[src/rtl/up_counter_mod.sv]
// up_counter_mod: modulo-MODULUS up counter with parallel load, synchronous
// clear, terminal-count flag and a registered wrap pulse (ovf).
// Control priority at each clock edge is clr > ld > cnt > hold.
// Build option: define UP_COUNTER_SAT_EN to select saturating mode. In that
// mode the counter holds at MODULUS-1 and ovf is tied low.
module up_counter_mod #(
    parameter int WIDTH   = 4,
    parameter int MODULUS = 16
) (
    input  logic             clk,
    input  logic             rst,
    input  logic [WIDTH-1:0] in,
    input  logic             ld,
    input  logic             cnt,
    input  logic             clr,
    output logic [WIDTH-1:0] count,
    output logic             tcount,
    output logic             ovf
);

    // Reject parameter sets outside the supported range at elaboration time.
    if (WIDTH < 1 || WIDTH > 16) begin : g_bad_width
        $fatal(1, "up_counter_mod: WIDTH=%0d outside 1..16", WIDTH);
    end
    if (MODULUS < 2 || MODULUS > (1 << WIDTH)) begin : g_bad_modulus
        $fatal(1, "up_counter_mod: MODULUS=%0d outside 2..2**WIDTH", MODULUS);
    end

    // Terminal value, held one bit wider so that comparisons never depend on
    // the natural 2**WIDTH rollover.
    localparam logic [WIDTH:0] TOP = (WIDTH + 1)'(MODULUS - 1);

    logic [WIDTH:0]   inc_w;
    logic [WIDTH:0]   in_w;
    logic             wrap;
    logic [WIDTH-1:0] count_d;
`ifndef UP_COUNTER_SAT_EN
    logic             ovf_d;
`endif

    // Terminal-count flag, decoded directly from the count register.
    always_comb begin
        tcount = ({1'b0, count} == TOP);
    end

    // Next-state logic: widened increment and load clamp, applied in
    // clr > ld > cnt priority order.
    always_comb begin
        inc_w   = {1'b0, count} + (WIDTH + 1)'(1);
        in_w    = {1'b0, in};
        wrap    = (inc_w > TOP);
        count_d = count;
`ifndef UP_COUNTER_SAT_EN
        ovf_d   = 1'b0;
`endif
        if (clr) begin
            count_d = '0;
        end else if (ld) begin
            count_d = (in_w > TOP) ? TOP[WIDTH-1:0] : in;
        end else if (cnt) begin
            if (!wrap) begin
                count_d = inc_w[WIDTH-1:0];
            end else begin
`ifdef UP_COUNTER_SAT_EN
                count_d = count;
`else
                count_d = '0;
                ovf_d   = 1'b1;
`endif
            end
        end
    end

    // Count register, cleared asynchronously by the active-low reset.
    always_ff @(posedge clk or negedge rst) begin
        if (!rst) begin
            count <= '0;
        end else begin
            count <= count_d;
        end
    end

`ifdef UP_COUNTER_SAT_EN
    // The counter never wraps in saturating mode, so ovf is constant low.
    always_comb begin
        ovf = 1'b0;
    end
`else
    // Wrap pulse register: high for exactly the cycle after a wrap.
    always_ff @(posedge clk or negedge rst) begin
        if (!rst) begin
            ovf <= 1'b0;
        end else begin
            ovf <= ovf_d;
        end
    end
`endif

endmodule
[config.mk]
export PLATFORM = sky130hd
export DESIGN_NAME = up_counter_mod
export DESIGN_NICKNAME = d
export VERILOG_FILES = /design/src/rtl/up_counter_mod.sv
export SDC_FILE = /design/constraint.sdc
export NUM_CORES = 1
export LEC_CHECK = 0
export CAP_MARGIN = 10
export CORE_AREA = 2 2 39 41
export CTS_CLUSTER_DIAMETER = 150
export DETAILED_ROUTE_END_ITERATION = 16
export DIE_AREA = 0 0 41 43
export PLACE_DENSITY = 0.58
export SLEW_MARGIN = 30
export SYNTH_ARGS = -nofsm -noshare
export SYNTH_HDL_FRONTEND = slang
export SYNTH_SLANG_ARGS = --single-unit
[constraint.sdc]
create_clock -name clk -period 2.4 [get_ports clk]
set_input_delay 0.48 -clock clk [delete_from_list [all_inputs] [get_ports clk]]
set_output_delay 0.48 -clock clk [all_outputs]
set_load 0.02 [all_outputs]
; ---- Word-level counts from Yosys, hierarchy flattened
; Cells that the tools add are included.
[classes]
muxes = 8
n_eq_ne = 1
n_reduce_logical = 1
n_addsub = 1
n_lt_le_gt_ge = 1
[op_table]
columns = cell, count
row1 = $mux 4, 4
row2 = $add 4x1->5 const B, 1
row3 = $gt 5x4->1 const B, 1
row4 = $eq 4x4->1 const B, 1
row5 = $mux 1, 4
row6 = $reduce_bool 3->1, 1
[word_totals]
output_inout_bits = 6
input_bits = 9
reg_bits = 5
word_cells = 14

; ---- Depth between registers and ports, before layout
; Gate-level depths: netlist (run 1).
[depth]
word_depth = 6
ltp_mapped = 5
ltp_nobuf = 5

; ---- Worst setup path before layout (run 1)
; Ideal clock, no wire load.
[synth_timing]
path_type = reg-to-reg
start = register count[0]
end = register count[3]
arrival_time_ns = 1.682
setup_time_ns = 0.128
period_less_slack_ns = 1.810
path_slack_ns = 0.590
required_time_ns = 2.272
stages_incl_launch_ff = 6
path_buffers = 0
path_cell_list = dfrtp_1 > inv_1 > ha_1 > or4b_4 > o2111ai_2 > o22ai_1
[synth_between]
elab_chain_cells = 6
[synth_lines]
columns = item, line
row1 = start: declaration, 16  ; output logic [WIDTH-1:0] count,
row2 = start signal: assignment, 79  ; count <= count_d;
row3 = $add 4x1->5 (*), 49  ; inc_w = {1'b0, count} + (WIDTH + 1)'(1);
row4 = $gt 5x4->1, 51  ; wrap = (inc_w > TOP);
row5 = $mux 4 (*), 61  ; if (!wrap) begin
row6 = $mux 4 (*), 60  ; end else if (cnt) begin
row7 = $mux 4 (*), 58  ; end else if (ld) begin
row8 = $mux 4 (*), 56  ; if (clr) begin
; Every way passes the cells marked *; elsewhere a longest branch is shown, timed or not. The select of a mux whose other input is x is not followed.
; A chain may end at the register's enable or synchronous reset.

; ---- Worst setup path after layout (run 1)
[layout_timing]
start = register count[0]
end = output tcount
[layout_between]
elab_chain_cells = 1
[layout_lines]
columns = item, line
row1 = $eq 4x4->1, 43  ; tcount = ({1'b0, count} == TOP);
row2 = end: declaration, 17  ; output logic tcount,
; No other way between the ends.

==> results of run 1 <==
==> layout make-up <==
class	count	share of cell area (%)
tap	16	3.74
timing repair buffer	14	26.2
clock buffer	4	4.91
inverter	4	2.80
sequential	5	23.4
multi-input combinational	29	39.0
==> kinds of logic after synthesis <==
group / synth area share (%)
adders and majority gates: 7.09
AOI/OAI and AO/OA: 22.7
DFF: 35.5
xor gates and xnor gates: 2.48
and+or+nand+nor: 27.0
buffers and inverters: 5.32
==> per-layer routing <==
| layer | share of wire (%) | vias to the layer above | GRT usage, % |
|---|---|---|---|
| li1 | - | 176 | - |
| met1 | 47 | 168 | 16.7 |
| met2 | 41 | 18 | 15.9 |
| met3 | 11 | 2 | 7.85 |
| met4 | 1.6 | 0 | 4.00 |
| met5 | 0 | - | 0 |
==> synthesized netlist by cell type, drive strengths merged (2+ instances only) <==
library cell and count:
o21ai 3, nand3 2, inv 4, nor2 2, nor2b 2, nor3b 2
o22ai 2, dfrtp 5, a21oi 4, ha 2
==> worst paths after layout <==
path | start | to | slack [ns] | depth (start not counted)
max | count[0]$_DFFE_PN0P_ | tcount | 0.13 | 4
min | rst | ovf$_DFF_PN0_ | 0.46 | 1
max reg2reg | count[0]$_DFFE_PN0P_ | count[3]$_DFFE_PN0P_ | 0.58 | 5
min reg2reg | count[3]$_DFFE_PN0P_ | ovf$_DFF_PN0_ | 0.66 | 1
max in group asynchronous | rst | count[2]$_DFFE_PN0P_ | 1.75 | 1
min in group clk | count[3]$_DFFE_PN0P_ | ovf$_DFF_PN0_ | 0.66 | 1
==> worst register-to-register path, cell delays in order, from the launching register on <==
cell	delay, ns
dfrtp_1	0.45
inv_1	0.07
ha_1	0.33
or4b_4	0.51
o2111ai_2	0.21
o22ai_1	0.12
==> flip-flops by register name (all words and copies together), names as in the netlist <==
name	count
ovf	1
count	4
==> layout by cell type (no fill, tap or decap), types with 2 or more instances in the layout <==
cell and count:
nor2_1 2, clkbuf_4 3, ha_1 2, clkdlybuf4s50_1 14, a21oi_1 4, inv_1 4
nand3_1 2, nor2b_1 2, o22ai_1 2, nor3b_1 2, dfrtp_1 5, o21ai_0 3
==> per-stage QoR <==
stage | hold slack, ns | area (um2) | total power [uW] | worst slack, ns | instances
2_1_floorplan | 0.184 | 353 | 127 | 0.590 | 39
6_report | 0.459 | 536 | 258 | 0.132 | 72
3_3_place_gp | 0.660 | 509 | 162 | 0.429 | 68
5_1_grt | 0.473 | 536 | 276 | 0.0172 | 72
3_5_place_dp | 0.646 | 509 | 161 | 0.397 | 68
4_1_cts | 0.464 | 536 | 261 | 0.127 | 72
==> power groups by stage <==
stage	logic [uW]	clock network, uW	registers (uW)
global route	67.4	110	99.1
detailed placement	61.8	0	99.2
CTS	62.2	101	97.9
finish	61.7	98.6	97.8
floorplan	24.1	0	103
global placement	62.4	0	99.1
==> flow_summary.toml, run 1 <==
[critical_path]
critPathSlowestCell = "clkdlybuf4s50_1"
cpLargestDelayFamily = "buffers and inverters"
worstSetupEndpointType = "primary output"
crit_path_max_fanout = 8
required_ns = 1.92
cp_cell_sequence = "ha_1 -> nand3_1 -> inv_1 -> clkdlybuf4s50_1"
start_kind = "register"
max_stage_delay_ns = 0.59
crit_type = "reg -> out"
crit_buf_inv = 2
crit_arrival_ns = 1.79

[synthesis]
syn-instance-count = 39
synth_seq_cells = 5
synthFlopType = "dfrtp_1"
async_flop_share_pct = 100
synth_area_leader_cell = "dfrtp_1"
syn_nets = 50
synth_top_cells_by_area = "dfrtp_1, ha_1, a21oi_1"
synth_area_per_cell_um2 = 9.05
netlist_area_um2 = 353
ys_types = 21
synth_top_cell_area_share_pct = 35.5
synth_edf_count = 0
seq_area_frac_synth_pct = 35.5
synth.yosys.warnings = 0

[pwr]
pwr-share-seq_pct = 37.9
p_per_area_nw_per_um2 = 482
p_int_uw = 186
power.leakage_uw = 0.000226
switching_power_uw = 72.5
clock_power_share_pct = 38.2
switching_share_pct = 28.1
ir_drop_mv = 0.410
share_comb_of_total_power_pct = 23.9

[timing]
fmax_mhz = 441
finalSetupTns_ns = 0
hold_violations = 0
timing.final.crit_period_ns = 2.27
rsz0062_at_grt = "false"
fin_crit_sh_pct = 94.5
finalSetupViolations = 0
finalMaxSlewViolations = 0
slew_headroom_pct = 80.2
worst_slew_pin_slew_ns = 0.296
clock_skew_ns = 0.00138

[routing]
routedWlPerCell_um = 12.2
dr.first_iter.drc_count = 9
dr.pass1.iters = 4
via_count = 364
ant_nets = 0
wl_um = 881
drc_errors = 0
via_per_inst = 5.06

[placement]
port_buffers = 14
gp_congestion = 0.732
place_hpwl_um = 662

[clock_network]
cts_resized = 0
htree_levels = 1
clockBufferDepth = 2
cts_hold_buffers = 0
tritoncts = "yes"
cts_made_buffers = 3
worstSkewPairLatency_ns = 0.24
postCtsSetupBuffers = 0
cts-root-buf = "clkbuf_4"
cts.sinks = 5
clk_pin_slew_ns = 0.04

[global_route]
gr-usage-all-layers_pct = 12.4
antenna_found_initial = 0
grt_max_degree = 9
first_global_vias = 339
overflow = 0
grt_pass1_wl_um = 1440

[finish]
drive_above_1_share_pct = 8.93
area_delta_synth_final_pct = 51.8
nets = 68
n_antenna_cell = 0
regArea_um2 = 125
multiInputGateArea_um2 = 209
fin_util_pct = 38.7
fillers = 143

[floorplanning]
num_io_pins = 15
start_util_pct = 25.5
core_area_um2 = 1380
die_x_um = 41
dieArea_um2 = 1760
rows = 14
die_y_um = 43

[min_path]
hold_class = "in -> async"

[run_status]
status = "completed"

[job]
cap_violations = 0
No activity file was read; power rests on OpenSTA's default activity.
==> run 2: changes to the inputs <==
--- a/config.mk
+++ b/config.mk
@@ -11,7 +11,6 @@
 export DETAILED_ROUTE_END_ITERATION = 16
 export DIE_AREA = 0 0 41 43
 export PLACE_DENSITY = 0.58
-export SLEW_MARGIN = 30
 export SYNTH_ARGS = -nofsm -noshare
 export SYNTH_HDL_FRONTEND = slang
 export SYNTH_SLANG_ARGS = --single-unit
==> results of run 2 <==
The final DEF is identical to that of run 1; final timing and power are the same.
